$ cat src/rtl/lr_pkg.sv
// lr_pkg: FSM states and fixed-point helpers for the SGD trainer.
// LR_SATURATE_EN: sat() clamps to the signed range, else it wraps.
package lr_pkg;

  typedef enum logic [2:0] {
    S_IDLE, S_FETCH, S_WAIT, S_PRED,
    S_ERR, S_UPD, S_NEXT, S_DONE
  } state_e;

  localparam int DW_DEF   = 16;
  localparam int FRAC_DEF = 8;
  localparam int SAT_W    = 64;

  // Reduce a wide signed value to dw bits, sign-extended to SAT_W.
  function automatic logic signed [SAT_W-1:0] sat(
    input logic signed [SAT_W-1:0] v,
    input int                      dw
  );
`ifdef LR_SATURATE_EN
    logic signed [SAT_W-1:0] hi;
    logic signed [SAT_W-1:0] lo;
    hi = (SAT_W'(1) <<< (dw - 1)) - SAT_W'(1);
    lo = -hi - SAT_W'(1);
    if (v > hi) return hi;
    else if (v < lo) return lo;
    else return v;
`else
    return (v <<< (SAT_W - dw)) >>> (SAT_W - dw);
`endif
  endfunction

endpackage

$ cat src/rtl/lr_mac.sv
// lr_mac: shared signed DW x DW multiplier for prediction and update.
// upd_o = sat(c + (a*b >>> FRAC)); prod_o is the raw full product.
module lr_mac
  import lr_pkg::*;
#(
  parameter int DW   = DW_DEF,
  parameter int FRAC = FRAC_DEF
) (
  input  logic signed [DW-1:0]   a_i,
  input  logic signed [DW-1:0]   b_i,
  input  logic signed [DW-1:0]   c_i,
  output logic signed [2*DW-1:0] prod_o,
  output logic signed [DW-1:0]   upd_o
);

  localparam int PW = 2 * DW;

  logic signed [SAT_W-1:0] sum;

  // Full-width product, then scaled accumulate onto c_i.
  always_comb begin
    prod_o = PW'(a_i) * PW'(b_i);
    sum    = SAT_W'(c_i) + (SAT_W'(prod_o) >>> FRAC);
    upd_o  = DW'(sat(sum, DW));
  end

endmodule

$ cat src/rtl/lr_sgd_trainer.sv
// lr_sgd_trainer: streaming SGD linear-regression trainer, one MAC.
// LR_SATURATE_EN (in lr_pkg) selects clamping instead of wrapping.
module lr_sgd_trainer
  import lr_pkg::*;
#(
  parameter int N_FEAT   = 6,
  parameter int N_DP     = 6,
  parameter int DP_AW    = 4,
  parameter int DW       = DW_DEF,
  parameter int FRAC     = FRAC_DEF,
  parameter int LR_SHIFT = 7,
  parameter int EPOCH_W  = 8,
  parameter logic [DW-1:0] WT_INIT = DW'(16'h0040)
) (
  input  logic                     CLK,
  input  logic                     RST,
  input  logic                     start,
  input  logic                     init_wt,
  input  logic [EPOCH_W-1:0]       epochs_cfg,
  output logic                     mem_rd,
  output logic [DP_AW-1:0]         mem_addr,
  input  logic                     mem_valid,
  input  logic [(N_FEAT+1)*DW-1:0] mem_data,
  output logic                     busy,
  output logic                     done,
  output logic [(N_FEAT+1)*DW-1:0] wt_flat
);

  localparam int AW = 2 * DW + 4;
  localparam int KW = 5;
  localparam logic [KW-1:0]    K_LAST = KW'(N_FEAT - 1);
  localparam logic [DP_AW-1:0] A_LAST = DP_AW'(N_DP - 1);

  state_e                  state_q;
  logic [EPOCH_W-1:0]      ep_q, ep_cnt_q, ep_d;
  logic [DP_AW-1:0]        addr_q;
  logic [KW-1:0]           k_q;
  logic signed [DW-1:0]    w_q [N_FEAT+1];
  logic signed [DW-1:0]    x_q [N_FEAT];
  logic signed [DW-1:0]    y_q, err_q, err_d;
  logic signed [DW-1:0]    err_sat, ycap, w0_d;
  logic signed [AW-1:0]    acc_q;
  logic signed [SAT_W-1:0] ycap_sum, diff, w0_sum;
  logic                    mem_rd_q, busy_q, done_q;
  logic signed [DW-1:0]    mac_a, mac_b, mac_c, mac_upd;
  logic signed [2*DW-1:0]  mac_prod;
  int unsigned             kk;

  // Route the current feature and weight (or err in UPD) to the MAC.
  always_comb begin
    kk    = 32'(k_q);
    mac_a = x_q[kk];
    mac_c = w_q[kk+1];
    mac_b = (state_q == S_UPD) ? err_q : w_q[kk+1];
  end

  lr_mac #(
    .DW   (DW),
    .FRAC (FRAC)
  ) u_mac (
    .a_i    (mac_a),
    .b_i    (mac_b),
    .c_i    (mac_c),
    .prod_o (mac_prod),
    .upd_o  (mac_upd)
  );

  // Prediction, scaled error, bias update and next epoch count.
  always_comb begin
    ycap_sum = SAT_W'(w_q[0]) + SAT_W'(acc_q >>> FRAC);
    ycap     = DW'(sat(ycap_sum, DW));
    diff     = SAT_W'(y_q) - SAT_W'(ycap);
    err_sat  = DW'(sat(diff, DW));
    err_d    = err_sat >>> LR_SHIFT;
    w0_sum   = SAT_W'(w_q[0]) + SAT_W'(err_q);
    w0_d     = DW'(sat(w0_sum, DW));
    ep_d     = ep_q + EPOCH_W'(1);
  end

  // Weights are registered state; flatten them onto the output bus.
  always_comb begin
    wt_flat = '0;
    for (int i = 0; i <= N_FEAT; i++) wt_flat[i*DW +: DW] = w_q[i];
  end

  assign mem_rd   = mem_rd_q;
  assign mem_addr = addr_q;
  assign busy     = busy_q;
  assign done     = done_q;

  // Training sequencer with registered handshake outputs.
  always_ff @(posedge CLK or posedge RST) begin
    if (RST) begin
      state_q  <= S_IDLE;
      ep_q     <= '0;
      ep_cnt_q <= '0;
      addr_q   <= A_LAST;
      k_q      <= '0;
      y_q      <= '0;
      err_q    <= '0;
      acc_q    <= '0;
      mem_rd_q <= 1'b0;
      busy_q   <= 1'b0;
      done_q   <= 1'b0;
      for (int i = 0; i <= N_FEAT; i++) w_q[i] <= WT_INIT;
      for (int i = 0; i < N_FEAT; i++) x_q[i] <= '0;
    end else begin
      mem_rd_q <= 1'b0;
      done_q   <= 1'b0;
      unique case (state_q)
        S_IDLE: begin
          if (start) begin
            ep_cnt_q <= epochs_cfg;
            ep_q     <= '0;
            addr_q   <= A_LAST;
            if (init_wt)
              for (int i = 0; i <= N_FEAT; i++) w_q[i] <= WT_INIT;
            if (epochs_cfg == '0) begin
              state_q <= S_DONE;
              done_q  <= 1'b1;
            end else begin
              state_q  <= S_FETCH;
              busy_q   <= 1'b1;
              mem_rd_q <= 1'b1;
            end
          end
        end
        S_FETCH: state_q <= S_WAIT;
        S_WAIT: begin
          if (mem_valid) begin
            y_q <= mem_data[DW-1:0];
            for (int i = 0; i < N_FEAT; i++)
              x_q[i] <= mem_data[(i+1)*DW +: DW];
            acc_q   <= '0;
            k_q     <= '0;
            state_q <= S_PRED;
          end
        end
        S_PRED: begin
          acc_q <= acc_q + AW'(mac_prod);
          if (k_q == K_LAST) begin
            k_q     <= '0;
            state_q <= S_ERR;
          end else begin
            k_q <= k_q + KW'(1);
          end
        end
        S_ERR: begin
          err_q   <= err_d;
          k_q     <= '0;
          state_q <= S_UPD;
        end
        S_UPD: begin
          w_q[kk+1] <= mac_upd;
          if (k_q == '0) w_q[0] <= w0_d;
          if (k_q == K_LAST) begin
            k_q     <= '0;
            state_q <= S_NEXT;
          end else begin
            k_q <= k_q + KW'(1);
          end
        end
        S_NEXT: begin
          if (addr_q == '0) begin
            ep_q   <= ep_d;
            addr_q <= A_LAST;
            if (ep_d == ep_cnt_q) begin
              state_q <= S_DONE;
              done_q  <= 1'b1;
              busy_q  <= 1'b0;
            end else begin
              state_q  <= S_FETCH;
              mem_rd_q <= 1'b1;
            end
          end else begin
            addr_q   <= addr_q - DP_AW'(1);
            state_q  <= S_FETCH;
            mem_rd_q <= 1'b1;
          end
        end
        S_DONE: state_q <= S_IDLE;
        default: state_q <= S_IDLE;
      endcase
    end
  end

endmodule

$ cat config.mk
export PLATFORM = sky130hd
export DESIGN_NAME = lr_sgd_trainer
export DESIGN_NICKNAME = d
export VERILOG_FILES = /design/src/rtl/lr_pkg.sv /design/src/rtl/lr_mac.sv /design/src/rtl/lr_sgd_trainer.sv
export SDC_FILE = /design/constraint.sdc
export NUM_CORES = 1
export LEC_CHECK = 0
export CORE_MARGIN = 10
export CORE_UTILIZATION = 59
export DETAILED_ROUTE_END_ITERATION = 8
export HOLD_SLACK_MARGIN = 0.02
export PLACE_DENSITY = 0.82
export SLEW_MARGIN = 20
export SYNTH_ARGS = -nofsm -noshare
export SYNTH_HDL_FRONTEND = slang
export SYNTH_SLANG_ARGS = --single-unit
export TNS_END_PERCENT = 100
$ cat constraint.sdc
create_clock -name CLK -period 12.05 [get_ports CLK]
set_input_delay 2.41 -clock CLK [delete_from_list [all_inputs] [get_ports CLK]]
set_output_delay 2.41 -clock CLK [all_outputs]
set_load 0.02 [all_outputs]
== After elaboration in Yosys (flattened, before gate mapping) ==
Cells that the tools add are included.
Word-level totals
  register bits after elaboration: 300
  input bits: 125
  output and inout bits: 119
  word-level logic and storage cells: 123
Operators by class
  multiplexer cells: 48
  multiply operators: 1
  add/subtract/negate cells: 9
  equal/unequal tests: 17
  bitwise operators: 2
  reductions and logical operators: 19
  magnitude comparators: 3
Operator list (number)
  2-to-1 mux 112 bit: 2
  case mux 112 bit (2 select lines): 1
  bitwise mux 112 bit: 1
  2-to-1 mux 16 bit: 7
  binary-select mux 16 bit (select 3 bit): 2
  case mux 36 bit (2 select lines): 1
  greater-or-equal comparator 33 x 4 -> 1 bit (second input constant): 2
  demux 16 bit (select 3 bit): 1
  adder 36 x 32 -> 36 bit: 1
  2-to-1 mux 36 bit: 1
  less-than comparator 33 x 1 -> 1 bit (second input constant): 1
  NOT 5 -> 33 bit: 1
  NOT 6 -> 33 bit: 1
  adder 16 bit: 2
  multiplier 16 x 16 -> 32 bit: 1
  case mux 3 bit (8 select lines): 1
  2-to-1 mux 3 bit: 7
  adder 16 x 9 -> 16 bit: 1
  2-to-1 mux 8 bit: 2
  case mux 8 bit (2 select lines): 1
  subtractor 16 bit: 1
  case mux 5 bit (3 select lines): 1
  != test 2 bit (second input constant): 7
  equality test 3 bit (second input constant): 4
  26 further kinds: 49

== Logic depth before layout (Yosys ltp) ==
Gate-level depths: netlist (run 1).
  word-level depth: 11
  gate-level depth with buffers: 46
  depth with buffers taken out: 41

== By module ==
A second synthesis (run 1) with hierarchy kept.
Second synthesis, totals
  cell total of the unflattened synthesis: 2562
  area, all modules: 26147.6 um^2
Modules (own cells, without submodules)
  lr_sgd_trainer: cells an instance 1399, times used 1, area an instance 15643.8 um^2, seq. area each 7218.2 um^2
  lr_mac: cells an instance 1163, times used 1, area an instance 10503.8 um^2, seq. area each 0.0 um^2

== Least setup slack after synthesis (run 1) ==
No wires, ideal clock.
  kind: reg-to-reg
  start point: register k_q[0]
  end point: register w_q (netlist bit wt_flat[15])
  path buffers: 7
  arrival: 9.746 ns
  period minus slack after synthesis: 9.847 ns
  library setup time: 0.101 ns
  required time: 11.949 ns
  stages on the path, launching flop included: 40
  setup slack: 2.203 ns
  cells stage by stage: dfrtp_1 -> buf_2 -> buf_2 -> inv_2 -> ha_1 -> buf_2 -> clkbuf_1 -> buf_2 -> clkbuf_1 -> mux4_2 -> o21a_1 -> mux2i_1 -> clkbuf_1 -> nor2_1 -> fa_1 -> inv_1 -> fa_1 -> inv_1 -> [4 not listed] -> fa_1 -> inv_1 -> ha_1 -> a21oi_1 -> o21ai_0 -> xor2_1 -> ha_1 -> a21o_1 -> a2111oi_0 -> nor3_1 -> o31a_1 -> o21a_1 -> o21ai_0 -> a21oi_1 -> o21a_1 -> nor2_1 -> xnor2_2 -> o311ai_2
On the way
  cells in the longest elaborated chain, start to end: 11
  elaborated cells on any way between the ends: 21
  classes of those cells: add/sub: 2; mul: 1; order compare: 2; mux: 12; bitwise: 2; reduce/logical: 2
RTL lines
  start, declared: line lr_sgd_trainer.sv:37  | logic [KW-1:0] k_q;
  start signal, assigned: line lr_sgd_trainer.sv:145  | k_q <= k_q + KW'(1);
  start signal, assigned: line lr_sgd_trainer.sv:160  | k_q <= k_q + KW'(1);
  adder 5 x 1 -> 6 bit: line lr_sgd_trainer.sv:53, lr_sgd_trainer.sv:54, lr_sgd_trainer.sv:154
  NOT 6 -> 33 bit (not written as such): line lr_sgd_trainer.sv:53, lr_sgd_trainer.sv:54, lr_sgd_trainer.sv:154
  binary-select mux 16 bit (select 3 bit): line lr_sgd_trainer.sv:53, lr_sgd_trainer.sv:54
  2-to-1 mux 16 bit (not written as such) (2 in a row): line lr_sgd_trainer.sv:53, lr_sgd_trainer.sv:54
  2-to-1 mux 16 bit: line lr_sgd_trainer.sv:54  | mac_b = (state_q == S_UPD) ? err_q : w_q[kk+1];
  multiplier 16 x 16 -> 32 bit: line lr_mac.sv:22  | prod_o = PW'(a_i) * PW'(b_i);
  adder 16 bit: line lr_mac.sv:23  | sum = SAT_W'(c_i) + (SAT_W'(prod_o) >>> FRAC);
  bitwise mux 112 bit: line lr_sgd_trainer.sv:154  | w_q[kk+1] <= mac_upd;
  2-to-1 mux 16 bit *: line lr_sgd_trainer.sv:155  | if (k_q == '0) w_q[0] <= w0_d;
  case mux 112 bit (2 select lines) *: line lr_sgd_trainer.sv:110  | unique case (state_q)
  end signal, assigned by index: line lr_sgd_trainer.sv:154
  end, declared: line lr_sgd_trainer.sv:38  | logic signed [DW-1:0] w_q [N_FEAT+1];
Mark *: on every way between the ends. The rest lies on a longest branch, timed or not. The select of a mux whose other input is x is not followed.
A chain may end at the register's enable or synchronous reset.

== Final worst setup path (run 1) ==
  start point: register k_q[1]
  end point: register w_q (netlist bit wt_flat[13])
The elaborated chain is that of the path after synthesis.

==> out/qor.yml, run 1 <==
outcome: "finished, final reports clean"
avgRoutedWirePerCell_um: 23.3
core-area_um2: 39500
clkTransAtPathRegs_ns: 0.06
grt.total_usage_pct: 30.8
criticalPathCategory: "flip-flop to flip-flop"
drv_slew: 0
final.hold.worst_slack_ns: 0.502
cts_htree_levels: 2
r2r_start: "k_q[1]"
avgSynthCellArea_um2: 9.89
critPathCaptureType: "flip-flop"
regToRegSetupSlack_ns: 1.25
synth_seq_cells: 288
synth.distinct_cells: 66
post_cts_resized: 0
dp_hpwl_um: 57200
tns_ns: 0
worstHoldEndpoint: "x_q[39]"
nNetsFinal: 3093
synth-edff-count: 0
skew_ns: 0.0313
ant_nets: 0
fill_cells: 2875
netlist_area_um2: 23500
syn_inst: 2377
worstPathArrival_ns: 11.26
grt_pass1_wl_um: 115000
vias_per_cell: 6.07
rows: 73
fin_util_pct: 70.7
critPathMaxStageDelay_ns: 0.75
whs_path_depth: 1
crit_fanout: 21
drive_gt1_share_pct: 11.7
cts_made_buffers: 36
hold_violations: 0
post_dp_cell_area_um2: 26600
period_needed_ns: 10.80
drt_iter0_markers: 1586
start_util_pct: 59.4
cts_tree: "yes"
globalRouteMet1Util_pct: 38.8
clock_path_buffers: 3
dieArea_um2: 48200
overflow: 0
maxCapViolCount: 0
yosys_warnings: 0
vias: 19300
clkLatencyLatePin_ns: 0.57
crit_required_ns: 12.51
fp.dieH_um: 220
ctsHoldBuffers: 0
finalInstanceArea_um2: 27900
r2r_end: "wt_flat[13]"
crit_top_cell: "inv_1"
tightest_slew_ns: 1.23
min-delay-start: "x_q[39]"
gr-max-usage-layer: "met2"
antenna_found_initial: 2
worst_slew_margin_rel_pct: 17.2
start_kind: "flip-flop"
async_flop_share_pct: 100
fin_crit_sh_pct: 89.6
place.gp.congestion: 1.01
rsz0062_at_grt: "false"
clock-sinks: 288
max_freq_ghz: 0.0926
r2r_cells: 37
setup_viol: 0
firstDrtPassIters: 5
cp_slowest_cell: "ha_1"
grt_pass1_vias: 20300
grt_max_degree: 141
hp-class: "flip-flop to flip-flop"
remaining_drc_errors: 0
met2_usage_pct: 50.2
ys_seq_area_share_pct: 30.7
die_width_um: 220
area_growth_pct: 18.9
port_buffers: 243
io_pins: 244
postCtsSetupBuffers: 0
grt_use_met3_pct: 7.94
syn-num-nets: 2852
ys.flop_type: "dfrtp_1"
cts_root_buf: "clkbuf_16"
routed_wl_um: 73800
==> area by class of cell <==
cell class / instances / area, um^2 / share of cell area, %
Tap cell: 525 / 657 / 2.35
Clock inverter: 16 / 224 / 0.801
Antenna cell: 1 / 2.50 / 0.00895
Sequential cell: 288 / 7220 / 25.8
Clock buffer: 50 / 1080 / 3.88
Timing Repair Buffer: 285 / 2770 / 9.92
Multi-Input combinational cell: 1680 / 14800 / 52.8
Inverter: 327 / 1230 / 4.42
==> sequential cells by signal (all words and copies together) (netlist names) <==
signal and cells:
wt_flat 112, x_q 96, acc_q 24, y_q 16, err_q 9, ep_cnt_q 8
ep_q 8, k_q 5, mem_addr 4, state_q 3, busy 1, done 1
mem_rd 1
==> critical path: cells and delay by family, from the launching register on <==
kind	cells	cell delay, ns
compound gates	13	3.56
fa+ha+maj	9	3.98
simple gates	5	1.18
buf+inv	8	1.07
flops	1	0.32
mux	1	0.35
xor+xnor	1	0.22
==> routing by layer <==
layer / vias to the layer above / routed length [um]
met5: - / 26
met4: 4 / 2870
met3: 187 / 7120
met2: 938 / 35300
met1: 9753 / 28500
li1: 8375 / -
==> cells by family after synthesis <==
logic type      after synthesis  share of synthesized area (%)
mux                         185                           10.1
flops                       288                           30.7
xor+xnor                    115                           4.48
simple gates                594                           10.8
fa+ha+maj                   350                           25.2
compound gates              436                           12.1
buf+inv                     409                           6.61
==> cell usage in the layout (no fill, tap or decap), types with 11 or more instances in the layout <==
| cell type | synthesis | layout |
|---|---|---|
| mux4_2 | 28 | 28 |
| dfrtp_1 | 279 | 278 |
| mux2_2 | 134 | 134 |
| mux2i_1 | 23 | 22 |
| a21oi_1 | 85 | 85 |
| and3_1 | 15 | 15 |
| nand2_1 | 239 | 239 |
| xor2_1 | 44 | 44 |
| fa_1 | 204 | 204 |
| clkbuf_16 | 0 | 37 |
| ha_1 | 146 | 146 |
| nor3_1 | 18 | 18 |
| o21ai_1 | 19 | 19 |
| inv_1 | 325 | 324 |
| a21o_1 | 54 | 54 |
| nor2_1 | 215 | 215 |
| clkbuf_8 | 0 | 11 |
| nor2b_1 | 14 | 14 |
| xnor2_1 | 66 | 66 |
| nand2b_1 | 27 | 27 |
| a22oi_1 | 12 | 12 |
| a22o_1 | 65 | 65 |
| clkdlybuf4s50_1 | 0 | 243 |
| o21ai_0 | 122 | 122 |
| buf_4 | 1 | 40 |
| nand3_1 | 29 | 29 |
==> Yosys cell counts, drive strengths merged (54+ instances only) <==
cell type	count	area (um^2)
a21o	54	405
a22o	65	569
inv	327	1230
ha	146	1830
clkbuf	61	229
nand2	239	897
xnor2	69	627
a21oi	87	458
nor2	216	818
mux2	134	1510
o21ai	142	714
dfrtp	279	6980
fa	204	4080
==> worst max path at each step <==
stage,from,endpoint,slack [ns],cells after the start
floorplan,RST,acc_q[0],1.71,1
global placement,k_q[1],wt_flat[13],1.74,35
detailed placement,k_q[1],wt_flat[13],1.57,35
CTS,k_q[1],wt_flat[13],1.48,35
global route,k_q[0],wt_flat[13],0.69,36
finish,k_q[1],wt_flat[13],1.25,37
==> through the flow <==
step / cells / setup WS (ns)
after floorplan: 2377 / 1.71
after global placement: 3104 / 1.74
after detailed placement: 3104 / 1.57
after CTS: 3170 / 1.48
after global routing: 3171 / 0.692
final: 3172 / 1.25
Power of run 1 is not shown: default switching activity piles up to over one toggle a cycle in this logic, so the estimate is an artifact.
==> run 2: changes to the inputs <==
--- a/config.mk
+++ b/config.mk
@@ -5,11 +5,13 @@
 export SDC_FILE = /design/constraint.sdc
 export NUM_CORES = 1
 export LEC_CHECK = 0
+export ABC_AREA = 1
 export CORE_MARGIN = 10
 export CORE_UTILIZATION = 59
 export DETAILED_ROUTE_END_ITERATION = 8
-export HOLD_SLACK_MARGIN = 0.02
+export HOLD_SLACK_MARGIN = 0.06
 export PLACE_DENSITY = 0.82
+export RECOVER_POWER = 25
 export SLEW_MARGIN = 20
 export SYNTH_ARGS = -nofsm -noshare
 export SYNTH_HDL_FRONTEND = slang
==> run 2 against run 1 <==
Against the previous run:
- the run now ends with capacitance limit, slew limit left
- register-to-register slack lost 0.26 ns
- highest routed layer is now met4
- worst hold slack worse by 0.032 ns
- fmax down 2.3%
- sequential cell count stayed put
- first-iteration DRC count is 47% higher
- critical path type unchanged
- via count grew 16%
- sequential share of layout area decreased by 0.24 points
- global-route usage grew 0.16 points
- synthesized cell count is 32% higher
- utilization down 1.4 points
- non-clock buffer count down 13
- clock-buffer cell count up 1
==> out/qor.yml, run 2 <==
rows: 74  # +1.4%
syn_inst: 3126  # +32%
r2r_start: "k_q[1]"
r2r_cells: 39  # +5.4%
yosysTopAreaCellShare_pct: 28.7  # -0.96 points
finalInstanceArea_um2: 28200  # +0.94%
synth_compound_area_share_pct: 12.5  # +0.36 points
async_flop_share_pct: 100  # unchanged
ys_seq_area_share_pct: 29.7  # -0.99 points
maxCapViolCount: 3  # +3
violations: "capacitance limit, slew limit"
hold_violations: 0  # unchanged
vias: 22300  # +16%
dp_hpwl_um: 60800  # +6.2%
syn-num-nets: 3601  # +26%
worstPathArrival_ns: 11.49  # +0.23 ns
dieArea_um2: 49700  # +3.0%
final_cell_mix: "838 x nand2_1, 565 x inv_1, 278 x dfrtp_1"
place.gp.congestion: 0.992  # -1.3%
grt_pass1_vias: 22600  # +11%
fill_cells: 3300  # +15%
yosysMostFrequentCell: "nand2_1"
synth_seq_cells: 288  # unchanged
netlist_area_um2: 24300  # +3.3%
clkLatencyLatePin_ns: 0.57  # about the same
post_dp_cell_area_um2: 27200  # +2.1%
drive_gt1_share_pct: 4.58  # -7.1 points
hp-class: "flip-flop to flip-flop"
critPathMaxStageDelay_ns: 0.82  # +0.07 ns
muxShareOfSynthArea_pct: 0.0824  # -10 points
clock-sinks: 288  # unchanged
postCtsSetupBuffers: 0  # unchanged
routed_wl_um: 78200  # +6.0%
cts_made_buffers: 34  # -5.6%
avgRoutedWirePerCell_um: 20.1  # -14%
cp.depth: 39  # +5.4%
area_growth_pct: 16.2
dp_cells: 3835  # +24%
grt_pass1_wl_um: 123000  # +7.0%
cp-endpoint: "wt_flat[14]"
port_buffers: 243  # unchanged
crit_required_ns: 12.48  # -0.03 ns
synth-edff-count: 0  # unchanged
io_pins: 244  # unchanged
critPathLaunch: "k_q[1]"
grt_max_degree: 154  # +9.2%
fin_crit_sh_pct: 91.8  # +2.1 points
r2r_end: "wt_flat[14]"
cts_root_buf: "clkbuf_16"
ys.flop_type: "dfrtp_1"
synth.cells.most_frequent: "838 x nand2_1, 566 x inv_1, 279 x dfrtp_1, 248 x nor2_1, 204 x fa_1"
remaining_drc_errors: 0  # unchanged
synth_top_family_by_area: "adder cells"
post_cts_resized: 0  # unchanged
vias_per_cell: 5.73  # -5.7%
final_common_cell: "nand2_1"
drt_iter0_markers: 2332  # +47%
drv_slew: 310  # +310
core-area_um2: 40700  # +3.0%
skew_ns: 0.0320  # +0.000653 ns
antenna_found_initial: 1  # -1
clock_path_buffers: 3  # unchanged
die_width_um: 223  # +1.5%
clkTransAtPathRegs_ns: 0.06  # about the same
worst_slew_margin_rel_pct: -312  # -330 points
ys_top_cells_by_area: "dfrtp_1 29%, fa_1 17%, nand2_1 13%"
regToRegSetupSlack_ns: 0.99  # -0.26 ns
criticalPathCategory: "flip-flop to flip-flop"
final.hold.worst_slack_ns: 0.470  # -0.0317 ns
yosys.area_share.adder_pct: 24.3  # -0.81 points
outcome: "complete, but fails checks"
avgSynthCellArea_um2: 7.77  # -21%
setup_viol: 0  # unchanged
yosys.area.top_type: "dfrtp_1"
nNetsFinal: 3814  # +23%
overflow: 0  # unchanged
crit_fanout: 20  # -4.8%
critical-path-top-delay-family: "adder cells"
tightest_slew_ns: 6.18  # +4.95 ns
cp_slowest_cell: "dfrtp_1"
cts_tree: "yes"
rsz0062_at_grt: "false"
yosys_warnings: 0  # unchanged
tns_ns: 0  # unchanged
max_freq_ghz: 0.0904  # -2.3%
synth_xor_area_share_pct: 2.16  # -2.3 points
grt.total_usage_pct: 31.0  # +0.16 points
period_needed_ns: 11.06  # +0.259 ns
largest_reg_flops: 112  # unchanged
start_kind: "flip-flop"
instances_no_fill: 3895  # +23%
synth_simple_gate_area_share_pct: 20.2  # +9.4 points
fp.dieH_um: 223  # +1.5%
synth.distinct_cells: 58  # -12%
crit_top_cell: "nand2_1"
firstDrtPassIters: 6  # +1
ctsHoldBuffers: 0  # unchanged
ant_nets: 0  # unchanged
critPathCaptureType: "flip-flop"
cts_htree_levels: 2  # unchanged
cp_num_buf_inv: 8  # unchanged
start_util_pct: 59.6  # +0.19 points
run 2: cell types whose count changed in the layout (fill, tap and decap cells not counted), moves of 28 or more:
cell / delta
nor2_1: +33
mux4_2: -28
nand2_1: +599
o21ai_0: +50
inv_1: +241
o22ai_1: +125
a21o_1: -46
mux2_2: -134
xnor2_1: -44
nand3_1: +38
a22o_1: -64
a21oi_1: +28
run 2: cells by family after synthesis:
logic type / count (synthesis)
mux: 2
compound gates: 520
fa+ha+maj: 350
flops: 288
xor+xnor: 60
simple gates: 1227
buf+inv: 679
run 2: worst min path at each step:
stage	startpoint	endpoint	slack, ns	cells after the start
floorplan	x_q[24]	x_q[24]	0.43	2
global placement	x_q[24]	x_q[24]	0.45	2
detailed placement	x_q[68]	x_q[68]	0.45	2
CTS	x_q[60]	x_q[60]	0.47	2
global route	x_q[30]	x_q[30]	0.49	2
finish	x_q[72]	x_q[72]	0.47	2
run 2: layer usage:
layer	vias up	routed length [um]	track usage (%)	part of all wire, %
met5	-	0	0	0
met4	0	2480	10.7	3.2
met2	1097	36500	49.4	47
met3	169	7530	6.68	9.6
li1	10200	-	-	-
met1	10800	31700	41.0	41
run 2: area by class of cell:
cell class | instances | area (um^2) | area share [%]
sequential | 288 | 7220 | 25.6
timing repair buffer | 272 | 2650 | 9.38
multi-input combinational | 2159 | 14400 | 51.0
clock buffer | 51 | 1000 | 3.56
clock inverter | 8 | 73.8 | 0.262
inverter | 584 | 2200 | 7.79
tap | 532 | 666 | 2.36
antenna | 1 | 2.50 | 0.00887
run 2: worst min-delay path, cell delays in order, from the launching register on:
cell and delay, ns:
dfrtp_1 0.33, nand2_1 0.06, nand2_1 0.05
run 2: per-stage QoR:
stage          setup slack, ns  util, %
2_1_floorplan             1.71        -
3_3_place_gp              1.54     66.7
3_5_place_dp              1.18     66.7
4_1_cts                   1.16     69.3
5_1_grt                  0.356     69.2
6_report                 0.992     69.3
Power of run 2 is left out for the same reason.
